--- src/rtl/conv_pkg.sv ---
// Types and helpers shared by the window generator and the convolution kernel.
package conv_pkg;

    localparam int PIX_W = 8;

    typedef logic signed [PIX_W-1:0] pix_t;

    // Flattened window index: r=0 oldest line, c=0 oldest column.
    function automatic int win_idx(input int r, input int c, input int kdim);
        return r * kdim + c;
    endfunction

endpackage

--- src/rtl/functions_pkg.sv ---
// Shared elaboration-time helpers.
package functions_pkg;

    // Minimum bit width to hold values 0..value-1; never below 1.
    function automatic int clog2(input int value);
        int r;
        r = 0;
        for (int v = value - 1; v > 0; v = v >> 1)
            r++;
        return (r < 1) ? 1 : r;
    endfunction

endpackage

--- src/rtl/conv_line_buffer.sv ---
// One image line of pixel storage, addressed by column, read-before-write.
module conv_line_buffer #(
    parameter int DEPTH = 32,
    parameter int WIDTH = 8,
    parameter int AW    = 5
) (
    input  logic             clk,
    input  logic             we,
    input  logic [AW-1:0]    addr,
    input  logic [WIDTH-1:0] wdata,
    output logic [WIDTH-1:0] rdata
);

    // Left unreset so it maps onto RAM.
    logic [WIDTH-1:0] mem [DEPTH];

    assign rdata = mem[addr];

    always_ff @(posedge clk) begin
        if (we)
            mem[addr] <= wdata;
    end

endmodule

--- src/rtl/conv_window.sv ---
// Sliding KERN_DIM x KERN_DIM window generator over a raster pixel stream.
// Optional CONV_WINDOW_SOF_EN adds a sof input that forces the current pixel to (0,0).
module conv_window
    import functions_pkg::*;
    import conv_pkg::*;
#(
    parameter int DIN_WIDTH  = 8,
    parameter int KERN_DIM   = 3,
    parameter int IMG_WIDTH  = 32,
    parameter int IMG_HEIGHT = 32
) (
    input  logic                                          clk,
    input  logic                                          reset_n,
    input  logic                                          din_vld,
    input  logic [DIN_WIDTH-1:0]                          din,
`ifdef CONV_WINDOW_SOF_EN
    input  logic                                          sof,
`endif
    output logic                                          win_vld,
    output logic [KERN_DIM*KERN_DIM-1:0][DIN_WIDTH-1:0]   win
);

    localparam int CW  = clog2(IMG_WIDTH);
    localparam int RW  = clog2(IMG_HEIGHT);
    localparam int NLB = KERN_DIM - 1;

    localparam logic [CW-1:0] COL_LAST  = CW'(IMG_WIDTH - 1);
    localparam logic [RW-1:0] ROW_LAST  = RW'(IMG_HEIGHT - 1);
    localparam logic [CW-1:0] COL_FIRST = CW'(KERN_DIM - 1);
    localparam logic [RW-1:0] ROW_FIRST = RW'(KERN_DIM - 1);

    logic [CW-1:0] col, pos_col;
    logic [RW-1:0] row, pos_row;
    logic          restart;

`ifdef CONV_WINDOW_SOF_EN
    assign restart = din_vld & sof;
`else
    assign restart = 1'b0;
`endif

    // Position of the pixel being accepted this cycle.
    assign pos_col = restart ? '0 : col;
    assign pos_row = restart ? '0 : row;

    always_ff @(posedge clk or negedge reset_n) begin
        if (!reset_n) begin
            col <= '0;
            row <= '0;
        end else if (din_vld) begin
            if (pos_col == COL_LAST) begin
                col <= '0;
                row <= (pos_row == ROW_LAST) ? '0 : pos_row + 1'b1;
            end else begin
                col <= pos_col + 1'b1;
                row <= pos_row;
            end
        end
    end

    // Line buffer chain: each line moves up one buffer as the new pixel lands at the bottom.
    logic [NLB-1:0][DIN_WIDTH-1:0]      lb_rd, lb_wd;
    logic [KERN_DIM-1:0][DIN_WIDTH-1:0] new_col;

    for (genvar k = 0; k < NLB; k++) begin : g_lb
        if (k == NLB - 1) begin : g_last
            assign lb_wd[k] = din;
        end else begin : g_mid
            assign lb_wd[k] = lb_rd[k+1];
        end

        conv_line_buffer #(
            .DEPTH (IMG_WIDTH),
            .WIDTH (DIN_WIDTH),
            .AW    (CW)
        ) u_lb (
            .clk   (clk),
            .we    (din_vld),
            .addr  (pos_col),
            .wdata (lb_wd[k]),
            .rdata (lb_rd[k])
        );

        assign new_col[k] = lb_rd[k];
    end

    assign new_col[KERN_DIM-1] = din;

    logic [DIN_WIDTH-1:0] win_q [KERN_DIM][KERN_DIM];

    always_ff @(posedge clk or negedge reset_n) begin
        if (!reset_n) begin
            win_vld <= 1'b0;
            for (int r = 0; r < KERN_DIM; r++)
                for (int c = 0; c < KERN_DIM; c++)
                    win_q[r][c] <= '0;
        end else begin
            // Gating on position keeps columns from a previous line out of valid windows.
            win_vld <= din_vld && (pos_col >= COL_FIRST) && (pos_row >= ROW_FIRST);
            if (din_vld) begin
                for (int r = 0; r < KERN_DIM; r++) begin
                    for (int c = 0; c < KERN_DIM - 1; c++)
                        win_q[r][c] <= win_q[r][c+1];
                    win_q[r][KERN_DIM-1] <= new_col[r];
                end
            end
        end
    end

    for (genvar r = 0; r < KERN_DIM; r++) begin : g_row
        for (genvar c = 0; c < KERN_DIM; c++) begin : g_col
            localparam int IDX = win_idx(r, c, KERN_DIM);
            assign win[IDX] = win_q[r][c];
        end
    end

endmodule

--- config.mk ---
export PLATFORM = sky130hd
export DESIGN_NAME = conv_window
export DESIGN_NICKNAME = d
export VERILOG_FILES = /design/src/rtl/conv_pkg.sv /design/src/rtl/functions_pkg.sv /design/src/rtl/conv_line_buffer.sv /design/src/rtl/conv_window.sv
export SDC_FILE = /design/constraint.sdc
export NUM_CORES = 1
export LEC_CHECK = 0
export CORE_MARGIN = 2
export CORE_UTILIZATION = 45
export DETAILED_ROUTE_END_ITERATION = 10
export PLACE_DENSITY = 0.66
export SLEW_MARGIN = 30
export SYNTH_ARGS = -nofsm -noshare
export SYNTH_HDL_FRONTEND = slang
export SYNTH_SLANG_ARGS = --single-unit
--- constraint.sdc ---
create_clock -name clk -period 5.5 [get_ports clk]
set_clock_uncertainty 0.2 [all_clocks]
set_input_delay 1.1 -clock clk [delete_from_list [all_inputs] [get_ports clk]]
set_output_delay 1.1 -clock clk [all_outputs]
set_load 0.005 [all_outputs]
Yosys cells after proc, flatten, opt, wreduce, memory -nomap -nowiden
Memory sizes are Yosys's and may differ from the RTL's. A register that Yosys moved wholly into a read port is not among the register bits. Cells that the tools add are included.

Bits in registers: 75. Latch bits: 0. Memory bits (writable): 512. Bits in read-only memories: 0. Output and inout port bits: 73. Word-level logic and storage cells: 27. Memories kept: 2.

Add/sub/neg operators: 2. Multiply operators: 0. Divide/modulo/power cells: 0. Magnitude comparators: 2. Eq/ne operators: 2. Shift-type cells: 0. Mux-type cells: 4. Bitwise logic cells: 0. Reductions and logical operators: 4.

Memories: g_lb[0].u_lb.mem (depth 32, width 8, read ports 1, clocked after Yosys merged registers in 1, wr ports 1, RTL line conv_line_buffer.sv:15) `logic [WIDTH-1:0] mem [DEPTH];`; g_lb[1].u_lb.mem (depth 32, width 8, read ports 1, clocked after Yosys merged registers in 0, wr ports 1, RTL line conv_line_buffer.sv:15).

Operators with widths (number): $add 5x1->5 const B (2); $eq 5x5->1 const B (2); $ge 5x2->1 const B (2); $mux 5 (2); $logic_and 1x1->1 (2); $mux 1 (2); $reduce_and 2->1 (1); $logic_not 1->1 (1).

Depth between registers and ports, before layout
Depth in word-level cells: 3. Mapped depth: 9.

Cells and area by module
A second synthesis with hierarchy kept.

Cell total of the unflattened synthesis: 1343. Area, all modules: 23336.1 um2.

By module, submodules not included: conv_line_buffer (instances 2, cells each 568, area an instance 10045.9 um2, seq. area each 7687.4 um2); conv_window (instances 1, cells each 207, area an instance 3244.4 um2, seq. area each 2077.0 um2).

Worst setup path before layout
OpenSTA, ideal clock, no wires.

Path kind: input port to flip-flop. Start: input port din_vld. End: memory g_lb[0].u_lb.mem[12][0] (enable). Setup time: 388 ps. Data arrival time: 2548 ps. Required time: 4912 ps. Slack: 2363 ps. Cell stages on the path: 4. Path through: clkbuf_1 -> clkbuf_1 -> nand2_1 -> nor2_1.

Word-level cells in the longest chain between the ends: 2.

RTL lines: start, declared (RTL line conv_window.sv:14) `input logic din_vld,`; $mux 1 (RTL line conv_line_buffer.sv:20) `if (we)`; $mux 1 (implied by the code) (RTL line conv_line_buffer.sv:21) `mem[addr] <= wdata;`; end, declared (RTL line conv_line_buffer.sv:15).

Every way passes these cells.

Worst setup path after layout
Start: register col[0]. End: memory g_lb[0].u_lb.mem[2][2] (data pin).

Word-level cells in the longest chain between the ends: 1.

RTL lines: start, declared (RTL line conv_window.sv:32) `logic [CW-1:0] col, pos_col;`; start signal, assigned (RTL line conv_window.sv:55) `col <= pos_col + 1'b1;`; $mem_v2 32x8; net g_lb[0].u_lb.wdata[2] (RTL line conv_line_buffer.sv:10) `input logic [WIDTH-1:0] wdata,`.

The timed path passes the listed nets, and every way through them passes these cells.

==> impl_summary.md <==
Floorplanning
In this run the horizontal extent of the chip is 230 um. The initial cell density of the core is 45.7%. Measured along the y axis, the die boundary spans 230 um. After floorplanning, the core was sized to cover 50400 sq um.

Row generation in the floorplan step produced 82 rows. The count of pins on the block boundary is 84. The total die area is 53000 sq um.

Worst setup path
For this run, the slowest stage of the critical path takes 0.99 ns. The critical path is of the register to register type. The required time of the critical path is 5.48 ns. The nature of the critical path endpoint is a register.

The cell with the largest stage delay on the worst path is sky130_fd_sc_hd__dfrtp_4. The critical path startpoint category is a register. Data on the critical path arrives at its endpoint at 3.92 ns.

Traced cell by cell, the critical path runs through buf_12 > mux2i_1 > o22ai_1 > nor4_1 > nand2_2. Along the worst path, the maximum fanout reaches 47.

Outcome
The flow ran to the end, and the final reports show no timing, DRC or antenna violations.

Clock tree
The post-cts sizing count is 0. After clock tree synthesis, the clock-pin slew on the worst setup and hold paths is 0.07 ns. Buffers inserted during clock tree synthesis total 57.

For the worst-skew pair, the clock arrives at the later sink with an insertion delay of 0.63 ns. After clock tree synthesis, the flow added hold-fix buffers numbering 0. The root buffer selected by CTS is sky130_fd_sc_hd__clkbuf_16. Post-CTS timing repair inserted 0 buffers for setup. The H-tree depth reported by CTS is 2. The longest clock path from root to sink contains 3 buffers.

TritonCTS built the clock tree. The number of sinks driven by the clock tree is 595.

Power
The proportion of power drawn by flip-flops and latches is 47.6%. The internal power component is 9570 uW. The leakage component of the power is 0.00916 uW. The power density relative to cell area is 511 nW/um^2. In this run the power spent charging and discharging nets is 4040 uW. The combinational group share of total power is 23.7%. The switching power as a share of total power is 29.7%.

In this run, the clock network consumes 28.7% of the power. VDD sags by at most 0.284 mV.

Global routing
The initial antenna violation count was 0. The global-route usage over all layers is 21.2%. The global-route wire length before repair is 81800 um. Entering global routing, the biggest net connects 57 pins. The number of global-route vias before repair is 12043. The residual overflow from global routing is 0.

Timing
The minimum period implied by the final worst setup slack is 3.94 ns. Setup repair after global routing left no endpoint under its margin. The slew at the pin with the worst max-slew slack is 0.976 ns. The final setup TNS is 0 ns. The final max-slew violation count was 0. The total count of hold-check failures in the final report was 0. Of the available clock period, the critical path in the final layout requires 71.7%. On the final layout, the worst hold slack is 0.282 ns. Derived from the worst setup path, the maximum achievable clock frequency is 254 MHz. Measured against its own limit, the worst slew margin works out to 34.7%. The final count of negative-setup-slack endpoints is 0.

Cells and area
The diode insertion count for antenna repair is 0. Relative to the synthesized area, the layout overhead comes to 15.6%. For this run, the post-layout net count is 1371.

The total area of multi-input combinational cells is 5150 sq um. The post-route netlist has 19.7% of its cells at a drive strength greater than 1. The layout has 3907 filler cells. The combined flip-flop and latch cell area is 17500 sq um.

Logic synthesis
The synthesized design devotes to its leading area cell type 66.7% of total area. The number of nets in the synthesized netlist is 1235. After Yosys synthesis, XOR and XNOR cells account for 0% of the synthesized area. The basic-gate share of the synthesized area counting and, or, nand and nor cells is 3.17%. The synthesized netlist contains 46 unique library cells. The post-synthesis instance area is 23000 sq um. The synthesized netlist devotes 3.81% of its cell area to compound gates. The commonest cells after synthesis are 512 x sky130_fd_sc_hd__edfxtp_1, 166 x sky130_fd_sc_hd__mux2i_1, 83 x sky130_fd_sc_hd__dfrtp_1, 80 x sky130_fd_sc_hd__o22ai_1, 59 x sky130_fd_sc_hd__mux2_2. Counting every instance in the synthesized netlist gives 1216. The number of flops mapped to enable cells by yosys is 512. In this run, synthesis produced a sequential element count of 595. In this run the mean area of a mapped cell was 19.0 sq um. Ranked by total cell area, the synthesized netlist is headed by sky130_fd_sc_hd__edfxtp_1 67%, sky130_fd_sc_hd__dfrtp_1 9.0%, sky130_fd_sc_hd__mux2i_1 7.2%. The most used flip-flop cell after synthesis is sky130_fd_sc_hd__edfxtp_1.

In the synthesized netlist the async set-or-reset flop fraction comes to 13.9%. Sequential cells were found to cover 75.7% of the synthesized design area. During synthesis, Yosys emitted a total of 0 warnings. In the synthesized netlist, mux cells make up 14.8% of the area. The post-synthesis share of cell area spent on full adders, half adders and majority gates is 0.434%. The main combinational cell family by area after synthesis is multiplexers. Of all cell types, the one taking the most synthesized area is sky130_fd_sc_hd__edfxtp_1. The most common cell in the synthesized netlist is sky130_fd_sc_hd__edfxtp_1.

Place
Summed over all nets, the half-perimeter wirelength after detailed placement is 34000 um. The total of buffers placed on input and output ports is 83. The final weighted congestion in routability-driven placement is 0.849.

Route
Detailed routing placed a total of 26300 um of wire on met2. The detailed router's first-iteration violation count is 1448. The routed wire length per instance is 26.7 um. Summed over all nets, wire length on met3 after detailed routing comes to 4390 um. The top routing layer in use is met4. The number of design rule violations left after detail routing is 0.

The count of antenna-violating nets left after detailed routing is 0. For this block, the via count after detailed routing is 12122. The per-cell via count in the routed design is 5.85. The pre-antenna-repair detailed-routing pass consisted of 5 iterations. The total wire length after detailed routing is 55400 um. The detailed router put a total of 23200 um of wire on met1.

Min path
The worst hold path belongs to the class input pin to async pin.

Run
The total of max-cap violations is 0.
area by class of cell:
class | count | area share (%)
timing repair buffer | 144 | 4.94
tap | 672 | 3.16
clock buffer | 84 | 6.03
inverter | 4 | 0.0563
clock inverter | 24 | 0.972
sequential | 595 | 65.5
multi-input combinational | 550 | 19.3
placed cells by master (no fill, tap or decap), types with 6 or more instances in the layout:
| cell type | n |
|---|---|
| sky130_fd_sc_hd__edfxtp_1 | 512 |
| sky130_fd_sc_hd__mux2i_1 | 166 |
| sky130_fd_sc_hd__dfrtp_1 | 81 |
| sky130_fd_sc_hd__o22ai_1 | 80 |
| sky130_fd_sc_hd__clkdlybuf4s50_1 | 80 |
| sky130_fd_sc_hd__buf_4 | 60 |
| sky130_fd_sc_hd__mux2_2 | 59 |
| sky130_fd_sc_hd__clkbuf_16 | 57 |
| sky130_fd_sc_hd__nor2_1 | 49 |
| sky130_fd_sc_hd__mux4_2 | 48 |
| sky130_fd_sc_hd__nand2_1 | 23 |
| sky130_fd_sc_hd__clkbuf_1 | 19 |
| sky130_fd_sc_hd__a31oi_1 | 16 |
| sky130_fd_sc_hd__nor4_1 | 15 |
| sky130_fd_sc_hd__clkinv_2 | 10 |
| sky130_fd_sc_hd__a22oi_1 | 8 |
| sky130_fd_sc_hd__ha_1 | 8 |
| sky130_fd_sc_hd__clkbuf_8 | 8 |
| sky130_fd_sc_hd__a211oi_1 | 7 |
| sky130_fd_sc_hd__o21ai_0 | 7 |
| sky130_fd_sc_hd__nand4bb_1 | 6 |
| sky130_fd_sc_hd__nand2_2 | 6 |
| sky130_fd_sc_hd__o211a_1 | 6 |
critical path: cells and delay by family, from the launching register on:
kind	cells	cell delay [ns]
AOI/OAI and AO/OA	1	0.12
buffers and inverters	1	0.39
DFF	1	0.99
muxes	1	0.29
and+or+nand+nor	2	1.40
state kept, by name, summed over array words and instances, names as in the netlist:
name,flops
g_lb.u_lb.mem,512
win,72
col,5
pos_row,5
win_vld,1
metal layers:
| metal | GRT usage, % | vias to the layer above |
|---|---|---|
| li1 | - | 5178 |
| met1 | 30.4 | 6333 |
| met2 | 33.3 | 521 |
| met3 | 3.81 | 90 |
| met4 | 6.33 | 0 |
| met5 | 0 | - |
power by group through the flow:
stage | Combinational, uW | Sequential, uW | Clock, uW
2_1_floorplan | 1890 | 6390 | 0
3_3_place_gp | 3130 | 6560 | 0
3_5_place_dp | 3210 | 6590 | 0
4_1_cts | 3220 | 6500 | 3960
5_1_grt | 3470 | 6540 | 4150
6_report | 3230 | 6480 | 3900
kinds of logic after synthesis:
kind of cell,Yosys count
AO/OA/AOI/OAI,132
adder cells (fa/ha/maj),8
buffers and inverters,71
flip-flops,595
multiplexers,273
AND/OR/NAND/NOR,137
per-stage QoR:
step / setup WS, ns / area [sq um] / std cells / util [%] / total power [uW]
final: 1.56 / 26600 / 2073 / 52.9 / 13600
after floorplan: 2.36 / 23000 / 1216 / - / 8280
after global placement: 1.47 / 24800 / 1965 / 49.1 / 9690
after global routing: 1.48 / 26600 / 2073 / 52.9 / 14200
after CTS: 1.30 / 26600 / 2073 / 52.8 / 13700
after detailed placement: 1.33 / 24800 / 1965 / 49.1 / 9790
final timing paths:
kind	start	endpoint	slack [ns]	cells past startpoint
max	col[0]$_DFFE_PN0P_	g_lb[0].u_lb.mem[2][2]$_DFFE_PP_	1.56	5
min	reset_n	win[0]$_DFFE_PN0P_	0.28	1
max reg2reg	col[0]$_DFFE_PN0P_	g_lb[0].u_lb.mem[2][2]$_DFFE_PP_	1.56	5
min reg2reg	win[0]$_DFFE_PN0P_	win[0]$_DFFE_PN0P_	0.30	1
max in group asynchronous	reset_n	win[70]$_DFFE_PN0P_	3.79	2
min in group clk	win[0]$_DFFE_PN0P_	win[0]$_DFFE_PN0P_	0.30	1
Note: power is estimated with default switching activity, not from simulation.
